--- config.mk ---
export PLATFORM = sky130hd
export DESIGN_NAME = control_fsm_flat
export DESIGN_NICKNAME = d
export VERILOG_FILES = /design/src/rtl/core_pkg.sv /design/src/rtl/control_fsm_if.sv /design/src/rtl/control_fsm_bus_watchdog.sv /design/src/rtl/control_fsm.sv /design/src/flat_wrapper.sv
export SDC_FILE = /design/constraint.sdc
export NUM_CORES = 1
export LEC_CHECK = 0
export CORE_ASPECT_RATIO = 1.1
export CORE_MARGIN = 3
export CORE_UTILIZATION = 48
export DETAILED_ROUTE_END_ITERATION = 7
export PLACE_DENSITY_LB_ADDON = 0.08
export RECOVER_POWER = 100
export SYNTH_ARGS = -nofsm -noshare
export SYNTH_HDL_FRONTEND = slang
export SYNTH_SLANG_ARGS = --single-unit
--- constraint.sdc ---
create_clock -name clk_i -period 2.2 [get_ports clk_i]
set_input_delay 0.44 -clock clk_i [delete_from_list [all_inputs] [get_ports clk_i]]
set_output_delay 0.44 -clock clk_i [all_outputs]
set_load 0.005 [all_outputs]
--- src/rtl/core_pkg.sv ---
// Shared definitions for the RV32I core: sequencer states, datapath select
// encodings, trap causes and the decoder's opcode/immediate constants.
package core_pkg;

  typedef enum logic [2:0] {
    ST_FETCH     = 3'd0,
    ST_DECODE    = 3'd1,
    ST_EXECUTE   = 3'd2,
    ST_MEM       = 3'd3,
    ST_WRITEBACK = 3'd4,
    ST_TRAP      = 3'd5
  } state_e;

  localparam logic [1:0] PC_SEL_PC4  = 2'b00;
  localparam logic [1:0] PC_SEL_ALU  = 2'b01;
  localparam logic [1:0] PC_SEL_TRAP = 2'b10;

  localparam logic [1:0] WB_SEL_ALU  = 2'b00;
  localparam logic [1:0] WB_SEL_LOAD = 2'b01;
  localparam logic [1:0] WB_SEL_PC4  = 2'b10;
  localparam logic [1:0] WB_SEL_CSR  = 2'b11;

  localparam logic [2:0] TRAP_ILLEGAL = 3'd0;
  localparam logic [2:0] TRAP_IFETCH  = 3'd1;
  localparam logic [2:0] TRAP_DATA    = 3'd2;
  localparam logic [2:0] TRAP_ECALL   = 3'd3;
  localparam logic [2:0] TRAP_TIMEOUT = 3'd4;

  localparam logic [6:0] OPC_LUI      = 7'b0110111;
  localparam logic [6:0] OPC_AUIPC    = 7'b0010111;
  localparam logic [6:0] OPC_JAL      = 7'b1101111;
  localparam logic [6:0] OPC_JALR     = 7'b1100111;
  localparam logic [6:0] OPC_BRANCH   = 7'b1100011;
  localparam logic [6:0] OPC_LOAD     = 7'b0000011;
  localparam logic [6:0] OPC_STORE    = 7'b0100011;
  localparam logic [6:0] OPC_OP_IMM   = 7'b0010011;
  localparam logic [6:0] OPC_OP       = 7'b0110011;
  localparam logic [6:0] OPC_MISC_MEM = 7'b0001111;
  localparam logic [6:0] OPC_SYSTEM   = 7'b1110011;

  localparam logic [2:0] IMM_I = 3'd0;
  localparam logic [2:0] IMM_S = 3'd1;
  localparam logic [2:0] IMM_B = 3'd2;
  localparam logic [2:0] IMM_U = 3'd3;
  localparam logic [2:0] IMM_J = 3'd4;

  localparam logic SEL_A_RS1 = 1'b0;
  localparam logic SEL_A_PC  = 1'b1;
  localparam logic SEL_B_RS2 = 1'b0;
  localparam logic SEL_B_IMM = 1'b1;

  // Retired-instruction counter step; wraps naturally at 32 bits.
  function automatic logic [31:0] wrap_inc(input logic [31:0] v);
    return v + 32'd1;
  endfunction

endpackage

--- src/rtl/control_fsm_if.sv ---
// Instruction-port and data-port handshake bundle between the sequencer
// (master) and the bus side (slave). Suffixes are from the sequencer's view.
interface control_fsm_if;
  logic iport_stb_o;
  logic iport_ack_i;
  logic iport_err_i;
  logic dport_stb_o;
  logic dport_we_o;
  logic dport_ack_i;
  logic dport_err_i;

  modport master (
    output iport_stb_o, dport_stb_o, dport_we_o,
    input  iport_ack_i, iport_err_i, dport_ack_i, dport_err_i
  );

  modport slave (
    input  iport_stb_o, dport_stb_o, dport_we_o,
    output iport_ack_i, iport_err_i, dport_ack_i, dport_err_i
  );
endinterface

--- src/rtl/control_fsm_bus_watchdog.sv ---
// Bus response watchdog: counts cycles spent waiting on a strobe and flags a
// timeout once the count reaches BUS_TIMEOUT. BUS_TIMEOUT = 0 disables it.
module bus_watchdog #(
  parameter int unsigned BUS_TIMEOUT = 255
) (
  input  logic clk_i,
  input  logic rst_i,
  input  logic clear_i,
  input  logic enable_i,
  output logic timeout_o
);

  localparam int unsigned CW = (BUS_TIMEOUT < 2) ? 1 : $clog2(BUS_TIMEOUT + 1);
  localparam logic [CW-1:0] LIMIT = CW'(BUS_TIMEOUT);

  logic [CW-1:0] cnt_q;
  logic [CW-1:0] cnt_d;

  // Count while waiting; saturate at the limit so the flag stays asserted.
  always_comb begin
    cnt_d = cnt_q;
    if (clear_i || !enable_i) begin
      cnt_d = '0;
    end else if (cnt_q != LIMIT) begin
      cnt_d = cnt_q + 1'b1;
    end
  end

  // Wait-cycle counter register.
  always_ff @(posedge clk_i or negedge rst_i) begin
    if (!rst_i) begin
      cnt_q <= '0;
    end else begin
      cnt_q <= cnt_d;
    end
  end

  assign timeout_o = (BUS_TIMEOUT != 0) && enable_i && (cnt_q == LIMIT);

endmodule

--- src/rtl/control_fsm.sv ---
// Multi-cycle sequencer for the RV32I core.
//
// state     | meaning
// ----------|-----------------------------------------------------------
// FETCH     | instruction strobe up, wait for ack/err/timeout
// DECODE    | one cycle, trap on illegal opcode
// EXECUTE   | one cycle, route to MEM, ecall/ebreak trap, or WRITEBACK
// MEM       | data strobe up, wait for ack/err/timeout
// WRITEBACK | one cycle, register/PC write, retire
// TRAP      | one cycle, PC to trap vector, cause already latched
//
// active_q keeps every strobe low during reset and the first cycle after
// release, so iport_stb_o rises one clock after rst_i deasserts.
module control_fsm
  import core_pkg::*;
#(
  parameter int unsigned BUS_TIMEOUT = 255
) (
  input  logic                clk_i,
  input  logic                rst_i,
  control_fsm_if.master       bus,
  input  logic                is_lui_i,
  input  logic                is_auipc_i,
  input  logic                is_jal_i,
  input  logic                is_jalr_i,
  input  logic                is_branch_i,
  input  logic                is_mem_i,
  input  logic                we_mem_i,
  input  logic                is_misc_mem_i,
  input  logic                is_system_i,
  input  logic [2:0]          funct3_i,
  input  logic [4:0]          rd_i,
  input  logic                illegal_i,
  input  logic                branch_taken_i,
  output logic                ir_we_o,
  output logic                rf_we_o,
  output logic                pc_we_o,
  output logic [1:0]          pc_sel_o,
  output logic [1:0]          wb_sel_o,
  output logic                trap_o,
  output logic [2:0]          trap_cause_o,
  output logic [31:0]         instret_o
);

  state_e      state_q, state_d;
  logic        active_q;
  logic [2:0]  trap_cause_q, trap_cause_d;
  logic [31:0] instret_q, instret_d;

  logic        wd_clear, wd_enable, wd_timeout;
  logic        is_store, is_load, is_csr, is_ecall;
  logic        wb_rf_we;
  logic [1:0]  wb_pc_sel, wb_wb_sel;
  logic        unused_flags;

  // LUI/AUIPC write back through the ALU path like any other ALU op.
  assign unused_flags = is_lui_i ^ is_auipc_i;

  assign wd_enable = (state_q == ST_FETCH && active_q) || (state_q == ST_MEM);
  assign wd_clear  = (state_d != state_q) &&
                     (state_d == ST_FETCH || state_d == ST_MEM);

  bus_watchdog #(
    .BUS_TIMEOUT(BUS_TIMEOUT)
  ) u_watchdog (
    .clk_i     (clk_i),
    .rst_i     (rst_i),
    .clear_i   (wd_clear),
    .enable_i  (wd_enable),
    .timeout_o (wd_timeout)
  );

  // Instruction classification used by EXECUTE and WRITEBACK.
  always_comb begin
    is_store  = is_mem_i & we_mem_i;
    is_load   = is_mem_i & ~we_mem_i;
    is_csr    = is_system_i & (funct3_i != 3'b000);
    is_ecall  = is_system_i & (funct3_i == 3'b000);
    wb_rf_we  = ~(is_branch_i | is_store | is_misc_mem_i) & (rd_i != 5'd0);
    wb_pc_sel = (is_jal_i | is_jalr_i | (is_branch_i & branch_taken_i)) ?
                PC_SEL_ALU : PC_SEL_PC4;
    if (is_jal_i || is_jalr_i) begin
      wb_wb_sel = WB_SEL_PC4;
    end else if (is_load) begin
      wb_wb_sel = WB_SEL_LOAD;
    end else if (is_csr) begin
      wb_wb_sel = WB_SEL_CSR;
    end else begin
      wb_wb_sel = WB_SEL_ALU;
    end
  end

  // Next-state, trap cause and retire count. Within a wait state err beats
  // ack, and ack beats a same-cycle timeout.
  always_comb begin
    state_d      = state_q;
    trap_cause_d = trap_cause_q;
    instret_d    = instret_q;
    case (state_q)
      ST_FETCH: begin
        if (active_q) begin
          if (bus.iport_err_i) begin
            state_d      = ST_TRAP;
            trap_cause_d = TRAP_IFETCH;
          end else if (bus.iport_ack_i) begin
            state_d = ST_DECODE;
          end else if (wd_timeout) begin
            state_d      = ST_TRAP;
            trap_cause_d = TRAP_TIMEOUT;
          end
        end
      end
      ST_DECODE: begin
        if (illegal_i) begin
          state_d      = ST_TRAP;
          trap_cause_d = TRAP_ILLEGAL;
        end else begin
          state_d = ST_EXECUTE;
        end
      end
      ST_EXECUTE: begin
        if (is_mem_i) begin
          state_d = ST_MEM;
        end else if (is_ecall) begin
          state_d      = ST_TRAP;
          trap_cause_d = TRAP_ECALL;
        end else begin
          state_d = ST_WRITEBACK;
        end
      end
      ST_MEM: begin
        if (bus.dport_err_i) begin
          state_d      = ST_TRAP;
          trap_cause_d = TRAP_DATA;
        end else if (bus.dport_ack_i) begin
          state_d = ST_WRITEBACK;
        end else if (wd_timeout) begin
          state_d      = ST_TRAP;
          trap_cause_d = TRAP_TIMEOUT;
        end
      end
      ST_WRITEBACK: begin
        state_d   = ST_FETCH;
        instret_d = wrap_inc(instret_q);
      end
      ST_TRAP: begin
        state_d = ST_FETCH;
      end
      default: begin
        state_d = ST_FETCH;
      end
    endcase
  end

  // Sequencer state, latched trap cause and retired-instruction counter.
  always_ff @(posedge clk_i or negedge rst_i) begin
    if (!rst_i) begin
      state_q      <= ST_FETCH;
      active_q     <= 1'b0;
      trap_cause_q <= TRAP_ILLEGAL;
      instret_q    <= '0;
    end else begin
      state_q      <= state_d;
      active_q     <= 1'b1;
      trap_cause_q <= trap_cause_d;
      instret_q    <= instret_d;
    end
  end

  // Handshake and datapath controls decoded from the current state.
  always_comb begin
    bus.iport_stb_o = 1'b0;
    bus.dport_stb_o = 1'b0;
    bus.dport_we_o  = 1'b0;
    ir_we_o         = 1'b0;
    rf_we_o         = 1'b0;
    pc_we_o         = 1'b0;
    pc_sel_o        = PC_SEL_PC4;
    wb_sel_o        = WB_SEL_ALU;
    trap_o          = 1'b0;
    case (state_q)
      ST_FETCH: begin
        bus.iport_stb_o = active_q;
        ir_we_o         = active_q & bus.iport_ack_i & ~bus.iport_err_i;
      end
      ST_MEM: begin
        bus.dport_stb_o = 1'b1;
        bus.dport_we_o  = we_mem_i;
      end
      ST_WRITEBACK: begin
        pc_we_o  = 1'b1;
        rf_we_o  = wb_rf_we;
        pc_sel_o = wb_pc_sel;
        wb_sel_o = wb_wb_sel;
      end
      ST_TRAP: begin
        trap_o   = 1'b1;
        pc_we_o  = 1'b1;
        pc_sel_o = PC_SEL_TRAP;
      end
      default: begin
      end
    endcase
  end

  assign trap_cause_o = trap_cause_q;
  assign instret_o    = instret_q;

endmodule

--- src/flat_wrapper.sv ---
// flat-port wrapper written by rule: the top's interface ports become plain ports
module control_fsm_flat import core_pkg::*;
#(
  parameter int unsigned BUS_TIMEOUT = 255
)
  (clk_i, rst_i, is_lui_i, is_auipc_i, is_jal_i, is_jalr_i, is_branch_i, is_mem_i, we_mem_i, is_misc_mem_i, is_system_i, funct3_i, rd_i, illegal_i, branch_taken_i, ir_we_o, rf_we_o, pc_we_o, pc_sel_o, wb_sel_o, trap_o, trap_cause_o, instret_o, bus_iport_stb_o, bus_dport_stb_o, bus_dport_we_o, bus_iport_ack_i, bus_iport_err_i, bus_dport_ack_i, bus_dport_err_i);
  control_fsm_if bus_i ();
  input  logic clk_i;
  input  logic rst_i;
  input  logic is_lui_i;
  input  logic is_auipc_i;
  input  logic is_jal_i;
  input  logic is_jalr_i;
  input  logic is_branch_i;
  input  logic is_mem_i;
  input  logic we_mem_i;
  input  logic is_misc_mem_i;
  input  logic is_system_i;
  input  logic [2:0] funct3_i;
  input  logic [4:0] rd_i;
  input  logic illegal_i;
  input  logic branch_taken_i;
  output logic ir_we_o;
  output logic rf_we_o;
  output logic pc_we_o;
  output logic [1:0] pc_sel_o;
  output logic [1:0] wb_sel_o;
  output logic trap_o;
  output logic [2:0] trap_cause_o;
  output logic [31:0] instret_o;
  output wire logic [$bits(bus_i.iport_stb_o)-1:0] bus_iport_stb_o;
  output wire logic [$bits(bus_i.dport_stb_o)-1:0] bus_dport_stb_o;
  output wire logic [$bits(bus_i.dport_we_o)-1:0] bus_dport_we_o;
  input wire logic [$bits(bus_i.iport_ack_i)-1:0] bus_iport_ack_i;
  input wire logic [$bits(bus_i.iport_err_i)-1:0] bus_iport_err_i;
  input wire logic [$bits(bus_i.dport_ack_i)-1:0] bus_dport_ack_i;
  input wire logic [$bits(bus_i.dport_err_i)-1:0] bus_dport_err_i;
  assign bus_iport_stb_o = bus_i.iport_stb_o;
  assign bus_dport_stb_o = bus_i.dport_stb_o;
  assign bus_dport_we_o = bus_i.dport_we_o;
  assign bus_i.iport_ack_i = bus_iport_ack_i;
  assign bus_i.iport_err_i = bus_iport_err_i;
  assign bus_i.dport_ack_i = bus_dport_ack_i;
  assign bus_i.dport_err_i = bus_dport_err_i;
  control_fsm #(.BUS_TIMEOUT(BUS_TIMEOUT)) u_core (.clk_i(clk_i), .rst_i(rst_i), .bus(bus_i), .is_lui_i(is_lui_i), .is_auipc_i(is_auipc_i), .is_jal_i(is_jal_i), .is_jalr_i(is_jalr_i), .is_branch_i(is_branch_i), .is_mem_i(is_mem_i), .we_mem_i(we_mem_i), .is_misc_mem_i(is_misc_mem_i), .is_system_i(is_system_i), .funct3_i(funct3_i), .rd_i(rd_i), .illegal_i(illegal_i), .branch_taken_i(branch_taken_i), .ir_we_o(ir_we_o), .rf_we_o(rf_we_o), .pc_we_o(pc_we_o), .pc_sel_o(pc_sel_o), .wb_sel_o(wb_sel_o), .trap_o(trap_o), .trap_cause_o(trap_cause_o), .instret_o(instret_o));
endmodule
==> flow_summary.ini <==
[outcome]
status = finished, final reports clean

[placement]
io_buffer_count = 68
hpwl_um = 4384
pre_cts_slack_ps = -106.1
dpl_cell_area_um2 = 3337
placedCellCount = 384
place_congestion = 0.9036

[cells_and_area]
layout-drive-gt1-share_pct = 11.44
finalInstanceArea_um2 = 3497
num-fill-cells = 418
area_growth_pct = 38.64
stdcell_count = 399
layout.nets = 367
antenna_cells = 0
utilization_pct = 69.48

[global_route]
grt_antenna_before_repair = 0
grt_pass1_wl_um = 9715
track_usage_pct = 20.26
grt-ovfl-total = 0
grt_max_degree = 22
grt_pass1_vias = 2137

[yosys]
synth_cell_types = 49
syn_nets = 280
synthMuxAreaShare_pct = 1.290
seq_area_frac_synth_pct = 46.63
synth_edf_count = 0
synth_top_area_cell = dfrtp_1
yosysMostFrequentCell = dfrtp_1
synth-async-reset-ratio_pct = 100.0
syn_area_um2 = 2522
synthXorXnorAreaFrac_pct = 11.46
synth_compound_area_share_pct = 9.276
synth_top_area_share_pct = 46.63
synth_seq_cells = 47
synth-simple-area-share_pct = 27.53
yosys_most_used_dff = dfrtp_1
syn_avg_cell_area_um2 = 9.970
synth_common_cells = dfrtp_1 (47), xnor2_1 (25), nor2_1 (20)
synth_top_family_by_area = simple AND/OR/NAND/NOR gates
synthAdderAreaFrac_pct = 0.9921
synthTopCellsByArea = dfrtp_1 (47%), xnor2_1 (8.7%), nand3_1 (3.8%)
yosysWarnings = 0
syn_inst = 253

[sta]
rsz0062_at_grt = no
period_share_pct = 96.97
worst_pin_slew_ps = 1049
hold_viol = 0
slew_headroom_pct = 30.10
whs_ps = 299.2
final-setup-viol-count = 0
fin_tns_setup_ps = 0
timing.final.ws_setup_ps = 66.76
skew_ps = 7.513
maxSlewViolCount = 0
period_needed_ps = 2133
timing.fmax_ghz = 0.4688

[pwr]
p_sw_share_pct = 32.53
p_seq_share_pct = 40.3
intPower_mw = 1.824
power_switching_mw = 0.8792
ir_drop_v = 0.0004971
power.total_mw = 2.703
p_per_area_nw_per_um2 = 772.9
p_comb_share_pct = 35.7
p_clk_share_pct = 24.0
cellLeakagePower_nw = 1.611

[floorplanning]
die_y_um = 82.03
die-area_um2 = 6162
design.core.area_um2 = 5034
start_util_pct = 50.11
rows = 27
num_io_pins = 71
chipWidth_um = 75.12

[detailed_routing]
dr.pass1.iters = 4
drt_iter0_drc = 116
detail_route.wl_per_cell_um = 14.83
ant_nets = 0
drcViolationCount = 0
viasPerCell = 5.617
vias = 2241
routed_wl_um = 5919

[clock_network]
cts_tree = yes
cts_buffers = 5
cts-htree-levels = 2
clk_latency_ps = 300
root_buffer = clkbuf_8
cts_buffer_depth = 2
clock-sinks = 47
clkSlewWorstSetupHoldPaths_ps = 90

[critical_path]
cp_cell_sequence = and3b_2 > and2_1 > clkdlybuf4s50_1
critPathMaxFanout = 5
worst-setup-path-type = reg -> out
crit_path_top_delay_cell = clkdlybuf4s50_1
slowest_delay_ps = 510
endpoint_kind = primary output
worstPathRequired_ps = 1760
crit_arrival_ps = 1690
startpoint_type = flop

[flow_run]
cap_violations = 0

[hold_path]
hold_path.class = in -> async
flip-flops by register name (all words and copies together), names as in the netlist:
register	cells
u_core.instret_o	32
u_core.u_watchdog.cnt_q	8
u_core.state_q	3
u_core.trap_cause_o	3
u_core.active_q	1
worst max-delay path: cells and delay by family (launching register included):
family / cells / cell delay [ps]
buffers and inverters: 1 / 510
AND/OR/NAND/NOR: 2 / 440
flip-flops: 1 / 450
logic make-up after synthesis:
family / count (synthesis)
adders and majority gates: 2
other: 1
buffers and inverters: 14
DFF: 47
and+or+nand+nor: 118
AOI/OAI and AO/OA: 35
muxes: 3
xor gates and xnor gates: 33
power by group through the flow:
stage / clock (mW) / combinational, mW / sequential [mW]
detailed placement: 0 / 0.916 / 1.13
finish: 0.649 / 0.965 / 1.09
floorplan: 0 / 0.533 / 1.06
CTS: 0.661 / 0.942 / 1.12
global route: 0.704 / 1.07 / 1.11
global placement: 0 / 0.898 / 1.12
path summary, 6_finish.rpt:
| check | startpoint | endpoint | slack, ps | cells after the start |
|---|---|---|---|---|
| max | u_core.state_q[2]$_DFF_PN0_ | bus_dport_we_o | 70 | 3 |
| min | rst_i | u_core.instret_o[31]$_DFFE_PN0P_ | 300 | 1 |
| max reg2reg | u_core.state_q[2]$_DFF_PN0_ | u_core.trap_cause_o[2]$_DFFE_PN0P_ | 110 | 7 |
| min reg2reg | u_core.instret_o[31]$_DFFE_PN0P_ | u_core.instret_o[31]$_DFFE_PN0P_ | 470 | 1 |
| max in group asynchronous | rst_i | u_core.state_q[0]$_DFF_PN0_ | 640 | 2 |
| min in group clk_i | u_core.instret_o[31]$_DFFE_PN0P_ | u_core.instret_o[31]$_DFFE_PN0P_ | 470 | 1 |
placed cells by master (no fill, tap or decap), types with 3 or more instances in the layout:
cell type	instances
dfrtp_1	46
dlygate4sd3_1	36
xnor2_1	25
clkdlybuf4s50_1	25
nor2_1	19
nand3_1	19
buf_4	16
nand4_1	14
nand2_1	13
a21oi_1	10
and3_1	9
nor3_1	8
xor2_1	8
o21ai_0	6
nand2b_1	6
clkbuf_8	5
dlygate4sd2_1	5
nor2b_1	3
nor3b_1	3
and2_1	3
and4_1	3
nor4_1	3
inv_1	3
a31oi_1	3
clkbuf_1	3
area by class of cell:
| class | count | area, um2 | share of cell area [%] |
|---|---|---|---|
| clock buffer | 5 | 68.82 | 1.968 |
| clock inverter | 3 | 46.29 | 1.324 |
| inverter | 4 | 15.01 | 0.4293 |
| multi-input combinational | 192 | 1290 | 36.89 |
| sequential | 47 | 1177 | 33.67 |
| tap | 58 | 72.57 | 2.075 |
| timing repair buffer | 90 | 827.0 | 23.65 |
routing by layer:
layer	share of wire [%]	track usage, %
met1	42	24.35
met4	1.0	6.584
met3	3.5	4.162
met2	53	35.71
met5	0	0
repair_timing:
item | in CTS | in global routing
hold buffers | 0 | 0
gates resized for setup | 13 | 5
pin swaps | 1 | 1
endpoints found under the setup margin | 8 | 2
setup buffers | 2 | 5
No activity file was read; power rests on OpenSTA's default activity.
